`src/rtl/delay_pkg.sv`:
```
// delay_pkg: shared helpers for the programmable delay line.
//   len_w   - width needed to hold a length in the range 0..max_len
//   ptr_sub - ring-buffer pointer subtraction, (wp - len) mod depth
package delay_pkg;

    function automatic int len_w(int max_len);
        return $clog2(max_len + 1);
    endfunction

    // len may equal depth, so a single wrap correction is always enough.
    function automatic int ptr_sub(int wp, int len, int depth);
        int d;
        d = wp - len;
        if (d < 0) d = d + depth;
        return d;
    endfunction

endpackage

```
`src/rtl/delay_prog_mem.sv`:
```
// delay_prog_mem: WIDTH x DEPTH register array, not reset.
// Ports:
//   clk   - clock
//   we    - write enable
//   waddr - write address
//   wdata - write data
//   raddr - asynchronous read address
//   rdata - asynchronous read data
module delay_prog_mem #(
    parameter int WIDTH = 8,
    parameter int DEPTH = 16,
    parameter int AW    = 4
) (
    input  logic             clk,
    input  logic             we,
    input  logic [AW-1:0]    waddr,
    input  logic [WIDTH-1:0] wdata,
    input  logic [AW-1:0]    raddr,
    output logic [WIDTH-1:0] rdata
);

    logic [WIDTH-1:0] mem [DEPTH];

    always_ff @(posedge clk) begin
        if (we) mem[waddr] <= wdata;
    end

    assign rdata = mem[raddr];

endmodule

```
`src/rtl/delay_prog.sv`:
```
// delay_prog: runtime-programmable delay line (0..MAX_LENGTH enabled cycles).
// Ports:
//   clk, rst   - clock, asynchronous active-high reset
//   ena        - clock enable for the sample stream
//   flush      - discard history (fill back to 0)
//   len_we     - load len_in as the new delay
//   len_in     - requested delay, clamped to MAX_LENGTH
//   in / out   - sample input / delayed sample (0 while not valid)
//   out_valid  - line holds len samples since last reset/flush/load
//   len        - delay in effect
//   len_err    - one-cycle pulse after a too-large len_in was written
module delay_prog
    import delay_pkg::*;
#(
    parameter int WIDTH          = 8,
    parameter int MAX_LENGTH     = 16,
    parameter int DEFAULT_LENGTH = 4,
    parameter int LEN_W          = len_w(MAX_LENGTH)
) (
    input  logic             clk,
    input  logic             rst,
    input  logic             ena,
    input  logic             flush,
    input  logic             len_we,
    input  logic [LEN_W-1:0] len_in,
    input  logic [WIDTH-1:0] in,
    output logic [WIDTH-1:0] out,
    output logic             out_valid,
    output logic [LEN_W-1:0] len,
    output logic             len_err
);

    localparam int PTR_W = (MAX_LENGTH > 1) ? $clog2(MAX_LENGTH) : 1;

    logic [PTR_W-1:0] wp;
    logic [PTR_W-1:0] rd_addr;
    logic [LEN_W-1:0] fill;
    logic [WIDTH-1:0] rd_data;
    logic             len_over;
    logic [LEN_W-1:0] len_clamped;

    assign len_over    = int'(len_in) > MAX_LENGTH;
    assign len_clamped = len_over ? LEN_W'(MAX_LENGTH) : len_in;

    always_ff @(posedge clk or posedge rst) begin
        if (rst) begin
            wp      <= '0;
            fill    <= '0;
            len     <= LEN_W'(DEFAULT_LENGTH);
            len_err <= 1'b0;
        end else begin
            len_err <= len_we && len_over;
            if (len_we) len <= len_clamped;

            if (ena) begin
                wp <= (wp == PTR_W'(MAX_LENGTH - 1)) ? '0 : wp + 1'b1;
            end

            // A sample written alongside flush/load does not count toward fill.
            if (len_we || flush) begin
                fill <= '0;
            end else if (ena && (fill < len)) begin
                fill <= fill + 1'b1;
            end
        end
    end

    assign rd_addr = PTR_W'(ptr_sub(int'(wp), int'(len), MAX_LENGTH));

    delay_prog_mem #(
        .WIDTH (WIDTH),
        .DEPTH (MAX_LENGTH),
        .AW    (PTR_W)
    ) u_mem (
        .clk   (clk),
        .we    (ena),
        .waddr (wp),
        .wdata (in),
        .raddr (rd_addr),
        .rdata (rd_data)
    );

    // len = 0 gives fill == len, so out_valid is 1 and the input bypasses the buffer.
    assign out_valid = (fill == len);
    assign out       = (len == '0) ? in : (out_valid ? rd_data : '0);

endmodule
```
`config.mk`:
```
export PLATFORM = sky130hd
export DESIGN_NAME = delay_prog
export DESIGN_NICKNAME = d
export VERILOG_FILES = /design/src/rtl/delay_pkg.sv /design/src/rtl/delay_prog_mem.sv /design/src/rtl/delay_prog.sv
export SDC_FILE = /design/constraint.sdc
export NUM_CORES = 1
export LEC_CHECK = 0
export BUFFER_PORTS_ARGS = -buffer_cell sky130_fd_sc_hd__buf_4
export CORE_MARGIN = 2
export CORE_UTILIZATION = 50
export CTS_CLUSTER_SIZE = 14
export DETAILED_ROUTE_END_ITERATION = 8
export PLACE_DENSITY = 0.72
export SLEW_MARGIN = 20
export SYNTH_ARGS = -nofsm -noshare
export SYNTH_HDL_FRONTEND = slang
export SYNTH_HIERARCHICAL = 1
export SYNTH_SLANG_ARGS = --single-unit
```
`constraint.sdc`:
```
create_clock -name clk -period 2.7 [get_ports clk]
set_clock_uncertainty 0.15 [all_clocks]
set_input_delay 0.54 -clock clk [delete_from_list [all_inputs] [get_ports clk]]
set_output_delay 0.54 -clock clk [all_outputs]
set_load 0.05 [all_outputs]
```
==> impl_results.html, run 1 <==
<table>
<tr><th>Metric</th><th>Value</th></tr>
<tr><th colspan="2">Logic synthesis</th></tr>
<tr><td>Number of flops mapped to enable cells by yosys</td><td>128</td></tr>
<tr><td>Mean Syn Cell Area</td><td>18.3 um2</td></tr>
<tr><td>Number of nets produced by synthesis</td><td>358</td></tr>
<tr><td>Cell taking the most area after synthesis</td><td>sky130_fd_sc_hd__edfxtp_1</td></tr>
<tr><td>Number of register bits inferred by synthesis</td><td>143</td></tr>
<tr><td>Synthesis Warnings</td><td>6</td></tr>
<tr><td>Top cells by area in the synthesized netlist</td><td>sky130_fd_sc_hd__edfxtp_1, sky130_fd_sc_hd__mux4_2, sky130_fd_sc_hd__mux4_1</td></tr>
<tr><td>Gate count of the mapped netlist</td><td>329</td></tr>
<tr><td>Post-synthesis instance area</td><td>0.00601 mm2</td></tr>
<tr><td>Most used DFF post-synth</td><td>sky130_fd_sc_hd__edfxtp_1</td></tr>
<tr><td>Count of cell types in the netlist</td><td>45</td></tr>
<tr><td>Portion of synthesized cell area occupied by the leading cell type</td><td>63.9%</td></tr>
<tr><td>Sequential element share of the synthesized area</td><td>70.2%</td></tr>
<tr><td>Share of async-settable or async-resettable flops after synthesis</td><td>10.5%</td></tr>
<tr><th colspan="2">Critical path</th></tr>
<tr><td>Slowest library cell on the worst path</td><td>sky130_fd_sc_hd__dfrtp_4</td></tr>
<tr><td>Crit path max-delay family</td><td>adder cells</td></tr>
<tr><td>Worst reg2reg startpoint</td><td>len[2]</td></tr>
<tr><td>Data arrival, critical path</td><td>2.82 ns</td></tr>
<tr><td>FF-to-FF setup slack</td><td>0.45 ns</td></tr>
<tr><td>Critical Path Sink Type</td><td>output port</td></tr>
<tr><td>Worst setup path endpoint</td><td>out[3]</td></tr>
<tr><td>CP Data Required Time</td><td>2.01 ns</td></tr>
<tr><td>Endpoint of the worst-slack reg-to-reg timing path</td><td>fill[3]</td></tr>
<tr><td>CP max FO</td><td>8</td></tr>
<tr><td>Worst-case reg-to-reg path depth</td><td>8</td></tr>
<tr><td>Levels on crit path</td><td>9</td></tr>
<tr><td>Critical path cell sequence</td><td>ha_4, fa_2, inv_4, clkbuf_16, mux4_1, a22oi_1, nand2_1, a22o_4, buf_6</td></tr>
<tr><td>Startpoint of the most critical setup path</td><td>len[0]</td></tr>
<tr><td>Stage delay of the slowest cell on the critical path</td><td>0.48 ns</td></tr>
<tr><td>Critical Setup Path Class</td><td>reg -&gt; out</td></tr>
<tr><td>Startpoint class of the critical path</td><td>register</td></tr>
<tr><td>Crit path buf inv count</td><td>3</td></tr>
<tr><th colspan="2">Global route</th></tr>
<tr><td>Busiest grt layer</td><td>met2</td></tr>
<tr><td>Via count of the first global-routing pass</td><td>3349</td></tr>
<tr><td>Met3 Use GR</td><td>4.84%</td></tr>
<tr><td>GRT met2 Usage</td><td>32.9%</td></tr>
<tr><td>Global-route wire length before repair</td><td>18300 um</td></tr>
<tr><td>Pin count of the biggest net entering global routing</td><td>20</td></tr>
<tr><td>Antenna violations before repair</td><td>0</td></tr>
<tr><td>Remaining global-route overflow</td><td>0</td></tr>
<tr><td>Met1 usage in global routing</td><td>25.0%</td></tr>
<tr><td>All-layer global routing usage</td><td>19.7%</td></tr>
<tr><th colspan="2">Drt</th></tr>
<tr><td>Aggregate routed wire length</td><td>12000 um</td></tr>
<tr><td>Total via count after detailed routing</td><td>3322</td></tr>
<tr><td>Via density per instance</td><td>5.84</td></tr>
<tr><td>Drt first-iter violations</td><td>233</td></tr>
<tr><td>First-pass DRT Iterations</td><td>4</td></tr>
<tr><td>Number of nets still failing antenna checks after routing</td><td>0</td></tr>
<tr><td>Drc violations</td><td>0</td></tr>
<tr><td>Routed wire length per instance</td><td>21.1 um</td></tr>
<tr><th colspan="2">STA</th></tr>
<tr><td>Sum of negative setup slack</td><td>-6.31 ns</td></tr>
<tr><td>Hold Violations, Final</td><td>0</td></tr>
<tr><td>Post-route setup slack</td><td>-0.807 ns</td></tr>
<tr><td>Maximum achievable frequency</td><td>0.285 GHz</td></tr>
<tr><td>Slew at the pin closest to its max-slew limit</td><td>0.612 ns</td></tr>
<tr><td>Total of endpoints with negative setup slack in the final report</td><td>8</td></tr>
<tr><td>Worst hold-check slack</td><td>0.0350 ns</td></tr>
<tr><td>Slew headroom</td><td>59.0%</td></tr>
<tr><td>Clock period minus final worst setup slack</td><td>3.51 ns</td></tr>
<tr><td>Number of pins exceeding their max-slew limit in the final report</td><td>0</td></tr>
<tr><td>Final cycle utilization of the critical path</td><td>130%</td></tr>
<tr><td>Setup repair after global routing missed its margin</td><td>yes</td></tr>
<tr><th colspan="2">CTS</th></tr>
<tr><td>Clock buffer depth</td><td>2</td></tr>
<tr><td>Number of hold buffers added after cts</td><td>0</td></tr>
<tr><td>Buffer cell driving the clock tree root</td><td>sky130_fd_sc_hd__clkbuf_16</td></tr>
<tr><td>Clock Sink Count</td><td>143</td></tr>
<tr><td>CTS tree</td><td>built</td></tr>
<tr><td>CTS clk-pin slew, worst paths</td><td>0.06 ns</td></tr>
<tr><td>Skew-Pair Late Insertion Delay</td><td>0.41 ns</td></tr>
<tr><td>Clock buffer count from CTS</td><td>17</td></tr>
<tr><td>CTS H-Tree Depth</td><td>4</td></tr>
<tr><th colspan="2">Die</th></tr>
<tr><td>Area enclosed by the die boundary</td><td>0.0129 mm2</td></tr>
<tr><td>Placeable core area</td><td>0.0119 mm2</td></tr>
<tr><td>Initial Util</td><td>50.7%</td></tr>
<tr><td>Number of cell rows</td><td>40</td></tr>
<tr><td>Horiz. Die Dim</td><td>114 um</td></tr>
<tr><td>Number of top-level design ports</td><td>33</td></tr>
<tr><td>Die extent in y</td><td>114 um</td></tr>
<tr><th colspan="2">Finish</th></tr>
<tr><td>Area Overhead vs Synth</td><td>24.3%</td></tr>
<tr><td>Nets@finish</td><td>438</td></tr>
<tr><td>FF/Latch Area</td><td>0.00423 mm2</td></tr>
<tr><td>Top library cells by usage in the layout, fill and taps aside</td><td>sky130_fd_sc_hd__edfxtp_1, sky130_fd_sc_hd__buf_4, sky130_fd_sc_hd__mux4_2, sky130_fd_sc_hd__nand2_1, sky130_fd_sc_hd__clkbuf_16</td></tr>
<tr><td>Layout cells sized above 1</td><td>40.0%</td></tr>
<tr><td>Most common library cell in the layout ignoring fill and taps</td><td>sky130_fd_sc_hd__edfxtp_1</td></tr>
<tr><td>Share of the core filled with cells in the final layout</td><td>63.0%</td></tr>
<tr><td># fillers</td><td>826</td></tr>
<tr><td>Area of combinational cells with multiple inputs</td><td>0.00180 mm2</td></tr>
<tr><td>Number of inserted diodes</td><td>0</td></tr>
<tr><th colspan="2">Power</th></tr>
<tr><td>Leakage Power</td><td>2.67 nW</td></tr>
<tr><td>VDD IR max</td><td>0.000444 V</td></tr>
<tr><td>Pwr per Cell Area</td><td>1010 mW/mm2</td></tr>
<tr><td>Final Total Pwr</td><td>0.00757 W</td></tr>
<tr><th colspan="2">Placement</th></tr>
<tr><td>Number of buffer cells added on primary ports</td><td>32</td></tr>
<tr><td>Post-place setup slack</td><td>-0.480 ns</td></tr>
<tr><td>Final RePlAce weighted congestion</td><td>0.776</td></tr>
<tr><td>Half-perimeter wire length after detailed placement</td><td>7840 um</td></tr>
<tr><th colspan="2">Status</th></tr>
<tr><td>Violations in the final reports</td><td>negative setup slack</td></tr>
<tr><td>Run status</td><td>finished, violations left</td></tr>
<tr><th colspan="2">Job</th></tr>
<tr><td>Total of max-cap violations</td><td>0</td></tr>
<tr><th colspan="2">Worst hold path</th></tr>
<tr><td>Classification of the worst-slack hold path</td><td>in -&gt; async</td></tr>
</table>
[report_power, final]
group          leakage (nW)  switching (W)  internal [W]
clock network         0.265       0.000829       0.00134
registers              1.35      0.0000555       0.00261
logic                  1.06        0.00148       0.00126
total                  2.67        0.00237       0.00521
[cell families (layout without fill, tap and decap cells)]
group | count (synthesis) | count (layout) | share of synthesized area (%)
compound gates | 48 | 48 | 5.62
fa+ha+maj | 11 | 11 | 2.41
buf+inv | 26 | 119 | 2.56
xor+xnor | 4 | 4 | 0.583
flops | 143 | 143 | 70.2
mux | 32 | 32 | 12.9
simple gates | 65 | 65 | 5.76
[how the worst min path moves through the flow]
stage	start	to	cells after the start
floorplan	rst	fill[0]	1
global placement	fill[4]	fill[4]	2
detailed placement	len[4]	len[4]	2
CTS	rst	len_err	2
global route	rst	len_err	2
finish	rst	len_err	2
[synthesized netlist by cell type (all sizes together), types with 2 or more instances]
master         instances
buf                    8
o22ai                  4
clkbuf                 2
o31ai                  2
inv                   13
clkdlybuf4s25          3
edfxtp               128
nor2b                  3
nand2b                 2
ha                    10
or4                    3
a22oi                 16
a21oi                  6
nand3                  8
nand3b                 2
nand2                 18
and3                   2
o21ai                  7
a22o                   8
xnor2                  4
nor2                  16
mux4                  32
nor3                   4
dfrtp                 14
[metal layers]
metal	routed length (um)	up-vias
li1	-	1505
met5	0	-
met3	622	15
met2	6120	91
met1	5080	1711
met4	158	0
[through the flow]
stage	std cells	instance area [um2]
floorplan	329	6140
CTS	567	7420
detailed placement	535	6780
global placement	535	6780
finish	569	7470
global route	569	7470
[worst reg2reg max path: stages, from the launching register on]
cell,delay (ns)
sky130_fd_sc_hd__dfstp_2,0.54
sky130_fd_sc_hd__inv_2,0.06
sky130_fd_sc_hd__buf_6,0.12
sky130_fd_sc_hd__ha_4,0.22
sky130_fd_sc_hd__and3_4,0.16
sky130_fd_sc_hd__buf_4,0.13
sky130_fd_sc_hd__o21a_1,0.16
sky130_fd_sc_hd__or4_1,0.49
sky130_fd_sc_hd__a21oi_1,0.16
[layout make-up]
type	count	share of cell area, %
sequential	143	56.5
multi-input combinational	160	24.1
timing repair buffer	74	8.77
clock buffer	19	5.79
tap	147	2.46
clock inverter	13	1.64
inverter	13	0.686
[timing repair]
action | in CTS | in global routing
resized for setup | 23 | 15
pin swaps | 4 | 10
setup endpoints to repair | 9 | 9
setup buffers | 0 | 2
gates cloned | 0 | 1
[state kept, by name, summed over array words and instances, names as in the netlist]
register / count
wp: 4
len: 5
u_mem/mem: 128
fill: 5
len_err: 1
Power figures use the tool's default switching activity.
==> inputs of run 2 (changes only) <==
--- a/config.mk
+++ b/config.mk
@@ -10,7 +10,7 @@
 export CORE_UTILIZATION = 50
 export CTS_CLUSTER_SIZE = 14
 export DETAILED_ROUTE_END_ITERATION = 8
-export PLACE_DENSITY = 0.72
+export PLACE_DENSITY = 0.69
 export SLEW_MARGIN = 20
 export SYNTH_ARGS = -nofsm -noshare
 export SYNTH_HDL_FRONTEND = slang
==> constraint.sdc (replaced) <==
create_clock -name clk -period 3.7 [get_ports clk]
set_clock_uncertainty 0.15 [all_clocks]
set_input_delay 0.185 -clock clk [delete_from_list [all_inputs] [get_ports clk]]
set_output_delay 0.185 -clock clk [all_outputs]
set_load 0.05 [all_outputs]
==> impl_results.html, run 2 (synthesis results as in run 1) <==
<table>
<tr><th>Metric</th><th>Value</th></tr>
<tr><th colspan="2">Drt</th></tr>
<tr><td>First-pass DRT Iterations</td><td>5</td></tr>
<tr><td>Total via count after detailed routing</td><td>3322</td></tr>
<tr><td>Number of nets still failing antenna checks after routing</td><td>0</td></tr>
<tr><td>Drc violations</td><td>0</td></tr>
<tr><td>Drt first-iter violations</td><td>287</td></tr>
<tr><td>Via density per instance</td><td>5.96</td></tr>
<tr><td>Aggregate routed wire length</td><td>12200 um</td></tr>
<tr><td>Routed wire length per instance</td><td>21.9 um</td></tr>
<tr><th colspan="2">Die</th></tr>
<tr><td>Area enclosed by the die boundary</td><td>0.0129 mm2</td></tr>
<tr><td>Horiz. Die Dim</td><td>114 um</td></tr>
<tr><td>Die extent in y</td><td>114 um</td></tr>
<tr><td>Initial Util</td><td>50.7%</td></tr>
<tr><td>Placeable core area</td><td>0.0119 mm2</td></tr>
<tr><td>Number of cell rows</td><td>40</td></tr>
<tr><td>Number of top-level design ports</td><td>33</td></tr>
<tr><th colspan="2">Finish</th></tr>
<tr><td>Flip-flop count of the largest register, all copies and words added</td><td>128</td></tr>
<tr><td>Largest registers</td><td>u_mem/mem: 128 flops, fill: 5 flops, len: 5 flops</td></tr>
<tr><td>Register containing the most flip-flops in the final layout</td><td>u_mem/mem</td></tr>
<tr><td>Nets@finish</td><td>427</td></tr>
<tr><td>Most common library cell in the layout ignoring fill and taps</td><td>sky130_fd_sc_hd__edfxtp_1</td></tr>
<tr><td>Top library cells by usage in the layout, fill and taps aside</td><td>sky130_fd_sc_hd__edfxtp_1, sky130_fd_sc_hd__buf_4, sky130_fd_sc_hd__dlygate4sd3_1, sky130_fd_sc_hd__nand2_1, sky130_fd_sc_hd__mux4_2</td></tr>
<tr><td>Area Overhead vs Synth</td><td>19.9%</td></tr>
<tr><td>Post-route insts no fill</td><td>557</td></tr>
<tr><td>Layout cells sized above 1</td><td>21.2%</td></tr>
<tr><td>Number of inserted diodes</td><td>0</td></tr>
<tr><th colspan="2">Placement</th></tr>
<tr><td>Half-perimeter wire length after detailed placement</td><td>7730 um</td></tr>
<tr><td>Number of buffer cells added on primary ports</td><td>32</td></tr>
<tr><td>Total placed cells including tap cells</td><td>502</td></tr>
<tr><td>Final RePlAce weighted congestion</td><td>0.777</td></tr>
<tr><td>Post-place setup slack</td><td>0.584 ns</td></tr>
<tr><th colspan="2">STA</th></tr>
<tr><td>Setup repair after global routing missed its margin</td><td>no</td></tr>
<tr><td>Slew at the pin closest to its max-slew limit</td><td>0.910 ns</td></tr>
<tr><td>Slew headroom</td><td>39.1%</td></tr>
<tr><td>Maximum achievable frequency</td><td>0.285 GHz</td></tr>
<tr><td>Total of endpoints with negative setup slack in the final report</td><td>0</td></tr>
<tr><td>Hold Violations, Final</td><td>0</td></tr>
<tr><td>Clock period minus final worst setup slack</td><td>3.51 ns</td></tr>
<tr><td>Post-route setup slack</td><td>0.194 ns</td></tr>
<tr><td>Number of pins exceeding their max-slew limit in the final report</td><td>0</td></tr>
<tr><td>Sum of negative setup slack</td><td>0 ns</td></tr>
<tr><td>Final cycle utilization of the critical path</td><td>94.8%</td></tr>
<tr><th colspan="2">Critical path</th></tr>
<tr><td>Stage delay of the slowest cell on the critical path</td><td>0.50 ns</td></tr>
<tr><td>CP max FO</td><td>32</td></tr>
<tr><td>Data arrival, critical path</td><td>3.17 ns</td></tr>
<tr><td>Critical path cell sequence</td><td>inv_1, ha_1, fa_1, inv_1, buf_12, mux4_1, a22oi_1, nand2_1, a22o_1, buf_4</td></tr>
<tr><td>Cell mode on critical path</td><td>sky130_fd_sc_hd__inv_1</td></tr>
<tr><td>Critical Path Sink Type</td><td>output port</td></tr>
<tr><td>Critical Setup Path Class</td><td>reg -&gt; out</td></tr>
<tr><td>Slowest library cell on the worst path</td><td>sky130_fd_sc_hd__dfrtp_1</td></tr>
<tr><td>Startpoint class of the critical path</td><td>register</td></tr>
<tr><td>Crit path buf inv count</td><td>4</td></tr>
<tr><td>Crit path max-delay family</td><td>adder cells</td></tr>
<tr><td>CP Data Required Time</td><td>3.37 ns</td></tr>
<tr><th colspan="2">Power</th></tr>
<tr><td>VDD IR max</td><td>0.000357 V</td></tr>
<tr><td>Switching power</td><td>0.00156 W</td></tr>
<tr><td>Net switching share of the total power</td><td>30.3%</td></tr>
<tr><td>Internal power component</td><td>0.00359 W</td></tr>
<tr><td>Combinational fraction of design power</td><td>29.9%</td></tr>
<tr><td>Clk pwr share</td><td>31.7%</td></tr>
<tr><td>Pwr per Cell Area</td><td>715 mW/mm2</td></tr>
<tr><td>Share of power burned in registers</td><td>38.4%</td></tr>
<tr><td>Leakage Power</td><td>2.57 nW</td></tr>
<tr><th colspan="2">CTS</th></tr>
<tr><td>CTS tree</td><td>built</td></tr>
<tr><td>Buffer cell driving the clock tree root</td><td>sky130_fd_sc_hd__clkbuf_16</td></tr>
<tr><td>Skew-Pair Late Insertion Delay</td><td>0.41 ns</td></tr>
<tr><td>CTS clk-pin slew, worst paths</td><td>0.06 ns</td></tr>
<tr><td>Clock buffer depth</td><td>2</td></tr>
<tr><td>Clock Sink Count</td><td>143</td></tr>
<tr><td>CTS H-Tree Depth</td><td>4</td></tr>
<tr><td>Clock buffer count from CTS</td><td>17</td></tr>
<tr><td>Post-CTS resize count</td><td>0</td></tr>
<tr><th colspan="2">Worst hold path</th></tr>
<tr><td>Classification of the worst-slack hold path</td><td>in -&gt; async</td></tr>
<tr><th colspan="2">Global route</th></tr>
<tr><td>Via count of the first global-routing pass</td><td>3276</td></tr>
<tr><td>Global-route wire length before repair</td><td>18800 um</td></tr>
<tr><td>Remaining global-route overflow</td><td>0</td></tr>
<tr><td>Pin count of the biggest net entering global routing</td><td>33</td></tr>
<tr><td>All-layer global routing usage</td><td>20.1%</td></tr>
<tr><td>Antenna violations before repair</td><td>0</td></tr>
<tr><th colspan="2">Job</th></tr>
<tr><td>Total of max-cap violations</td><td>0</td></tr>
<tr><th colspan="2">Status</th></tr>
<tr><td>Run status</td><td>completed</td></tr>
</table>
-- run 2: cell count changes in the layout (fill, tap and decap cells not counted), sizes merged --
cell	before	now
dlygate4sd3	0	24
bufinv	2	3
clkbuf	20	21
buf	73	39
inv	13	12
clkinvlp	3	0
-- run 2: layout make-up --
type / count / area (um2)
Fill cell: 841 / 4650
Inverter: 13 / 48.8
Multi-Input combinational cell: 160 / 1640
Clock buffer: 21 / 440
Sequential cell: 143 / 4220
Timing Repair Buffer: 63 / 558
Tap cell: 147 / 184
Clock inverter: 10 / 120
-- run 2: what timing repair did --
action                     CTS  global route
buffers inserted             0             0
hold buffers                24             0
setup endpoints to repair    0             0
hold endpoints to repair   156             0
-- run 2: path summary, 6_finish.rpt --
| path | slack (ns) | startpoint | end | cells past startpoint |
|---|---|---|---|---|
| worst min register to register | 0.41 | fill[4] | fill[4] | 2 |
| min in group clk | 0.41 | fill[4] | fill[4] | 2 |
| worst max register to register | 1.49 | wp[2] | u_mem/mem[2][3] | 2 |
| worst min-delay path | 0.24 | rst | fill[4] | 3 |
| worst max-delay path | 0.19 | wp[0] | out[0] | 10 |
| max in group asynchronous | 2.76 | rst | wp[0] | 3 |
-- run 2: power by group through the flow --
| stage | sequential [W] | combinational, W | clock, W |
|---|---|---|---|
| floorplan | 0.00200 | 0.00112 | 0 |
| finish | 0.00198 | 0.00154 | 0.00163 |
| detailed placement | 0.00201 | 0.00152 | 0 |
| global route | 0.00199 | 0.00165 | 0.00171 |
| CTS | 0.00198 | 0.00155 | 0.00165 |
| global placement | 0.00200 | 0.00151 | 0 |
-- run 2: metal layers --
metal / vias to the layer above / global-route usage, % / wire length [um]
met5: - / 0 / 0
met4: 0 / 9.02 / 287
met3: 26 / 4.04 / 556
met2: 86 / 32.0 / 5990
met1: 1727 / 27.3 / 5370
li1: 1483 / - / -
-- run 2: tightest hold or removal path, stage by stage --
cell and delay, ns:
sky130_fd_sc_hd__dlygate4sd3_1 0.53, sky130_fd_sc_hd__buf_4 0.13, sky130_fd_sc_hd__inv_1 0.44
-- run 2: through the flow --
| step | util [%] | hold slack, ns | power, W | cell area, um2 |
|---|---|---|---|---|
| floorplan | - | -0.0642 | 0.00312 | 6010 |
| global placement | 54.0 | 0.131 | 0.00351 | 6410 |
| detailed placement | 54.0 | 0.142 | 0.00353 | 6410 |
| CTS | 60.8 | 0.258 | 0.00517 | 7210 |
| global route | 60.8 | 0.309 | 0.00535 | 7210 |
| finish | 60.8 | 0.240 | 0.00515 | 7210 |
==> inputs of run 3 (changes only) <==
--- a/config.mk
+++ b/config.mk
@@ -14,5 +14,4 @@
 export SLEW_MARGIN = 20
 export SYNTH_ARGS = -nofsm -noshare
 export SYNTH_HDL_FRONTEND = slang
-export SYNTH_HIERARCHICAL = 1
 export SYNTH_SLANG_ARGS = --single-unit
==> impl_results.html, run 3 <==
<table>
<tr><th>Metric</th><th>Value</th></tr>
<tr><th colspan="2">Logic synthesis</th></tr>
<tr><td>Post-synthesis share of cell area spent on xor and xnor gates</td><td>0.726%</td></tr>
<tr><td>Synthesis Warnings</td><td>0</td></tr>
<tr><td>Count of cell types in the netlist</td><td>39</td></tr>
<tr><td>Gate count of the mapped netlist</td><td>353</td></tr>
<tr><td>Share of the synthesized area in compound gates (AO/OA/AOI/OAI)</td><td>5.14%</td></tr>
<tr><td>Top cells by area in the synthesized netlist</td><td>sky130_fd_sc_hd__edfxtp_1, sky130_fd_sc_hd__mux4_2, sky130_fd_sc_hd__dfrtp_1</td></tr>
<tr><td>Post-synthesis instance area</td><td>0.00604 mm2</td></tr>
<tr><td>Number of flops mapped to enable cells by yosys</td><td>128</td></tr>
<tr><td>Leading cell types by count after synthesis</td><td>sky130_fd_sc_hd__edfxtp_1, sky130_fd_sc_hd__nand2_1, sky130_fd_sc_hd__mux4_2, sky130_fd_sc_hd__a21oi_1, sky130_fd_sc_hd__and2_1</td></tr>
<tr><td>Share of async-settable or async-resettable flops after synthesis</td><td>10.5%</td></tr>
<tr><td>Multiplexer share of the synthesized area</td><td>11.9%</td></tr>
<tr><td>Portion of synthesized cell area occupied by the leading cell type</td><td>63.7%</td></tr>
<tr><td>Sequential element share of the synthesized area</td><td>69.9%</td></tr>
<tr><td>Mean Syn Cell Area</td><td>17.1 um2</td></tr>
<tr><td>Number of nets produced by synthesis</td><td>385</td></tr>
<tr><td>Cell taking the most area after synthesis</td><td>sky130_fd_sc_hd__edfxtp_1</td></tr>
<tr><td>Post-synthesis share of cell area spent on full adders, half adders and majority gates</td><td>3.03%</td></tr>
<tr><td>Combinational family with the most area after synthesis</td><td>multiplexers</td></tr>
<tr><td>Number of register bits inferred by synthesis</td><td>143</td></tr>
<tr><td>Area share of and/or/nand/nor cells after synthesis</td><td>7.21%</td></tr>
<tr><td>Most used standard cell by instance count after synthesis</td><td>sky130_fd_sc_hd__edfxtp_1</td></tr>
<tr><td>Most used DFF post-synth</td><td>sky130_fd_sc_hd__edfxtp_1</td></tr>
<tr><th colspan="2">Drt</th></tr>
<tr><td>Total via count after detailed routing</td><td>3315</td></tr>
<tr><td>Number of nets still failing antenna checks after routing</td><td>0</td></tr>
<tr><td>Aggregate routed wire length</td><td>12100 um</td></tr>
<tr><td>Via density per instance</td><td>5.75</td></tr>
<tr><td>Drc violations</td><td>0</td></tr>
<tr><td>First-pass DRT Iterations</td><td>4</td></tr>
<tr><td>Drt first-iter violations</td><td>330</td></tr>
<tr><td>Routed wire length per instance</td><td>21.0 um</td></tr>
<tr><th colspan="2">Critical path</th></tr>
<tr><td>Crit path max-delay family</td><td>adder cells</td></tr>
<tr><td>Cell mode on critical path</td><td>sky130_fd_sc_hd__inv_1</td></tr>
<tr><td>Slowest library cell on the worst path</td><td>sky130_fd_sc_hd__fa_1</td></tr>
<tr><td>Stage delay of the slowest cell on the critical path</td><td>0.52 ns</td></tr>
<tr><td>Data arrival, critical path</td><td>2.98 ns</td></tr>
<tr><td>CP max FO</td><td>32</td></tr>
<tr><td>Critical Path Sink Type</td><td>output port</td></tr>
<tr><td>Startpoint class of the critical path</td><td>register</td></tr>
<tr><td>Crit path buf inv count</td><td>4</td></tr>
<tr><td>Critical path cell sequence</td><td>inv_1, ha_2, inv_1, fa_1, buf_12, mux4_2, nand2_1, a21oi_2, a211o_1, buf_4</td></tr>
<tr><td>CP Data Required Time</td><td>3.37 ns</td></tr>
<tr><td>Critical Setup Path Class</td><td>reg -&gt; out</td></tr>
<tr><th colspan="2">CTS</th></tr>
<tr><td>Buffer cell driving the clock tree root</td><td>sky130_fd_sc_hd__clkbuf_16</td></tr>
<tr><td>Buffers inserted by post-CTS timing repair</td><td>0</td></tr>
<tr><td>CTS H-Tree Depth</td><td>4</td></tr>
<tr><td>CTS clk-pin slew, worst paths</td><td>0.05 ns</td></tr>
<tr><td>Clock buffer count from CTS</td><td>17</td></tr>
<tr><td>Skew-Pair Late Insertion Delay</td><td>0.41 ns</td></tr>
<tr><td>CTS tree</td><td>built</td></tr>
<tr><td>Clock Sink Count</td><td>143</td></tr>
<tr><td>Clock buffer depth</td><td>2</td></tr>
<tr><th colspan="2">Finish</th></tr>
<tr><td>Register containing the most flip-flops in the final layout</td><td>u_mem.mem</td></tr>
<tr><td>Flip-flop count of the largest register, all copies and words added</td><td>128</td></tr>
<tr><td>Layout cells sized above 1</td><td>24.7%</td></tr>
<tr><td>Nets@finish</td><td>451</td></tr>
<tr><td>Most common library cell in the layout ignoring fill and taps</td><td>sky130_fd_sc_hd__edfxtp_1</td></tr>
<tr><td>Top library cells by usage in the layout, fill and taps aside</td><td>sky130_fd_sc_hd__edfxtp_1, sky130_fd_sc_hd__nand2_1, sky130_fd_sc_hd__buf_4, sky130_fd_sc_hd__mux4_2, sky130_fd_sc_hd__dlygate4sd3_1</td></tr>
<tr><td>Number of inserted diodes</td><td>0</td></tr>
<tr><td>Area Overhead vs Synth</td><td>18.7%</td></tr>
<tr><td>Post-route insts no fill</td><td>577</td></tr>
<tr><td>Largest registers</td><td>u_mem.mem: 128 flops, fill: 5 flops, len: 5 flops</td></tr>
<tr><th colspan="2">STA</th></tr>
<tr><td>Slew at the pin closest to its max-slew limit</td><td>0.569 ns</td></tr>
<tr><td>Number of pins exceeding their max-slew limit in the final report</td><td>0</td></tr>
<tr><td>Clock period minus final worst setup slack</td><td>3.32 ns</td></tr>
<tr><td>Maximum achievable frequency</td><td>0.301 GHz</td></tr>
<tr><td>Slew headroom</td><td>62.0%</td></tr>
<tr><td>Final cycle utilization of the critical path</td><td>89.6%</td></tr>
<tr><td>Setup repair after global routing missed its margin</td><td>no</td></tr>
<tr><td>Hold Violations, Final</td><td>0</td></tr>
<tr><td>Total of endpoints with negative setup slack in the final report</td><td>0</td></tr>
<tr><td>Post-route setup slack</td><td>0.383 ns</td></tr>
<tr><td>Sum of negative setup slack</td><td>0 ns</td></tr>
<tr><td>Worst hold-check slack</td><td>0.239 ns</td></tr>
<tr><th colspan="2">Placement</th></tr>
<tr><td>Total placed cells including tap cells</td><td>524</td></tr>
<tr><td>Number of buffer cells added on primary ports</td><td>32</td></tr>
<tr><td>Final RePlAce weighted congestion</td><td>0.808</td></tr>
<tr><td>Post-place setup slack</td><td>0.826 ns</td></tr>
<tr><td>Half-perimeter wire length after detailed placement</td><td>7690 um</td></tr>
<tr><th colspan="2">Power</th></tr>
<tr><td>Final Total Pwr</td><td>0.00517 W</td></tr>
<tr><td>VDD IR max</td><td>0.000648 V</td></tr>
<tr><td>Pwr per Cell Area</td><td>721 mW/mm2</td></tr>
<tr><td>Leakage Power</td><td>2.56 nW</td></tr>
<tr><th colspan="2">Die</th></tr>
<tr><td>Number of top-level design ports</td><td>33</td></tr>
<tr><td>Number of cell rows</td><td>40</td></tr>
<tr><td>Die extent in y</td><td>114 um</td></tr>
<tr><td>Horiz. Die Dim</td><td>114 um</td></tr>
<tr><td>Area enclosed by the die boundary</td><td>0.0130 mm2</td></tr>
<tr><td>Placeable core area</td><td>0.0119 mm2</td></tr>
<tr><td>Initial Util</td><td>50.7%</td></tr>
<tr><th colspan="2">Global route</th></tr>
<tr><td>Remaining global-route overflow</td><td>0</td></tr>
<tr><td>Pin count of the biggest net entering global routing</td><td>33</td></tr>
<tr><td>All-layer global routing usage</td><td>20.7%</td></tr>
<tr><td>Antenna violations before repair</td><td>0</td></tr>
<tr><td>Global-route wire length before repair</td><td>19100 um</td></tr>
<tr><td>Via count of the first global-routing pass</td><td>3324</td></tr>
<tr><th colspan="2">Job</th></tr>
<tr><td>Total of max-cap violations</td><td>0</td></tr>
<tr><th colspan="2">Status</th></tr>
<tr><td>Run status</td><td>completed</td></tr>
<tr><th colspan="2">Worst hold path</th></tr>
<tr><td>Classification of the worst-slack hold path</td><td>in -&gt; async</td></tr>
</table>
## run 3: cell types whose count changed in the layout (fill, tap and decap cells not counted), moves of 11 or more
cell / delta
sky130_fd_sc_hd__mux4_2: +14
sky130_fd_sc_hd__mux4_1: -14
sky130_fd_sc_hd__a21oi_1: +11
sky130_fd_sc_hd__a22oi_1: -16
sky130_fd_sc_hd__and2_1: +16
sky130_fd_sc_hd__nand2_1: +27
## run 3: logic make-up after synthesis
logic type,after synthesis
fa+ha+maj,14
buf+inv,25
mux,32
simple gates,87
flops,143
xor+xnor,5
compound gates,47
## run 3: layout make-up
type                       count  area, um2
fill                         903       4750
sequential                   143       4220
multi-input combinational    185       1700
timing repair buffer          60        533
clock buffer                  21        440
tap                          147        184
clock inverter                 9       46.3
inverter                      12       45.0
## run 3: worst paths after layout
path | start | endpoint | slack, ns | cells after the start
max | wp[0] | out[5] | 0.38 | 10
min | rst | fill[4] | 0.24 | 3
max reg2reg | len[1] | fill[3] | 1.47 | 7
min reg2reg | fill[4] | fill[4] | 0.41 | 2
max in group asynchronous | rst | wp[0] | 2.78 | 3
min in group clk | fill[4] | fill[4] | 0.41 | 2
## run 3: tightest hold or removal path, cell delays in order
cell                            delay, ns
sky130_fd_sc_hd__dlygate4sd3_1       0.53
sky130_fd_sc_hd__buf_4               0.13
sky130_fd_sc_hd__inv_1               0.42
## run 3: layer usage
metal / track usage, % / up-vias / wire length (um)
met1: 28.6 / 1686 / 5400
met5: 0 / - / 0
li1: - / 1511 / -
met4: 7.89 / 0 / 186
met2: 32.1 / 107 / 5860
met3: 5.31 / 11 / 666
## run 3: per-stage QoR
stage	instance area, um2	util [%]
2_1_floorplan	6040	-
3_3_place_gp	6450	54.1
3_5_place_dp	6450	54.1
4_1_cts	7160	60.1
5_1_grt	7160	60.1
6_report	7160	60.1
## run 3: repair_timing
action	CTS	global route
resized for setup	0	0
endpoints found under the hold margin	156	0
hold buffers	23	0
## run 3: where the power goes
group	total, W	leakage, nW	switching (W)	internal, W
clock network	0.00142	0.237	0.000582	0.000835
registers	0.00199	1.35	0.0000688	0.00192
logic	0.00176	0.978	0.00101	0.000753
total	0.00517	2.56	0.00166	0.00351
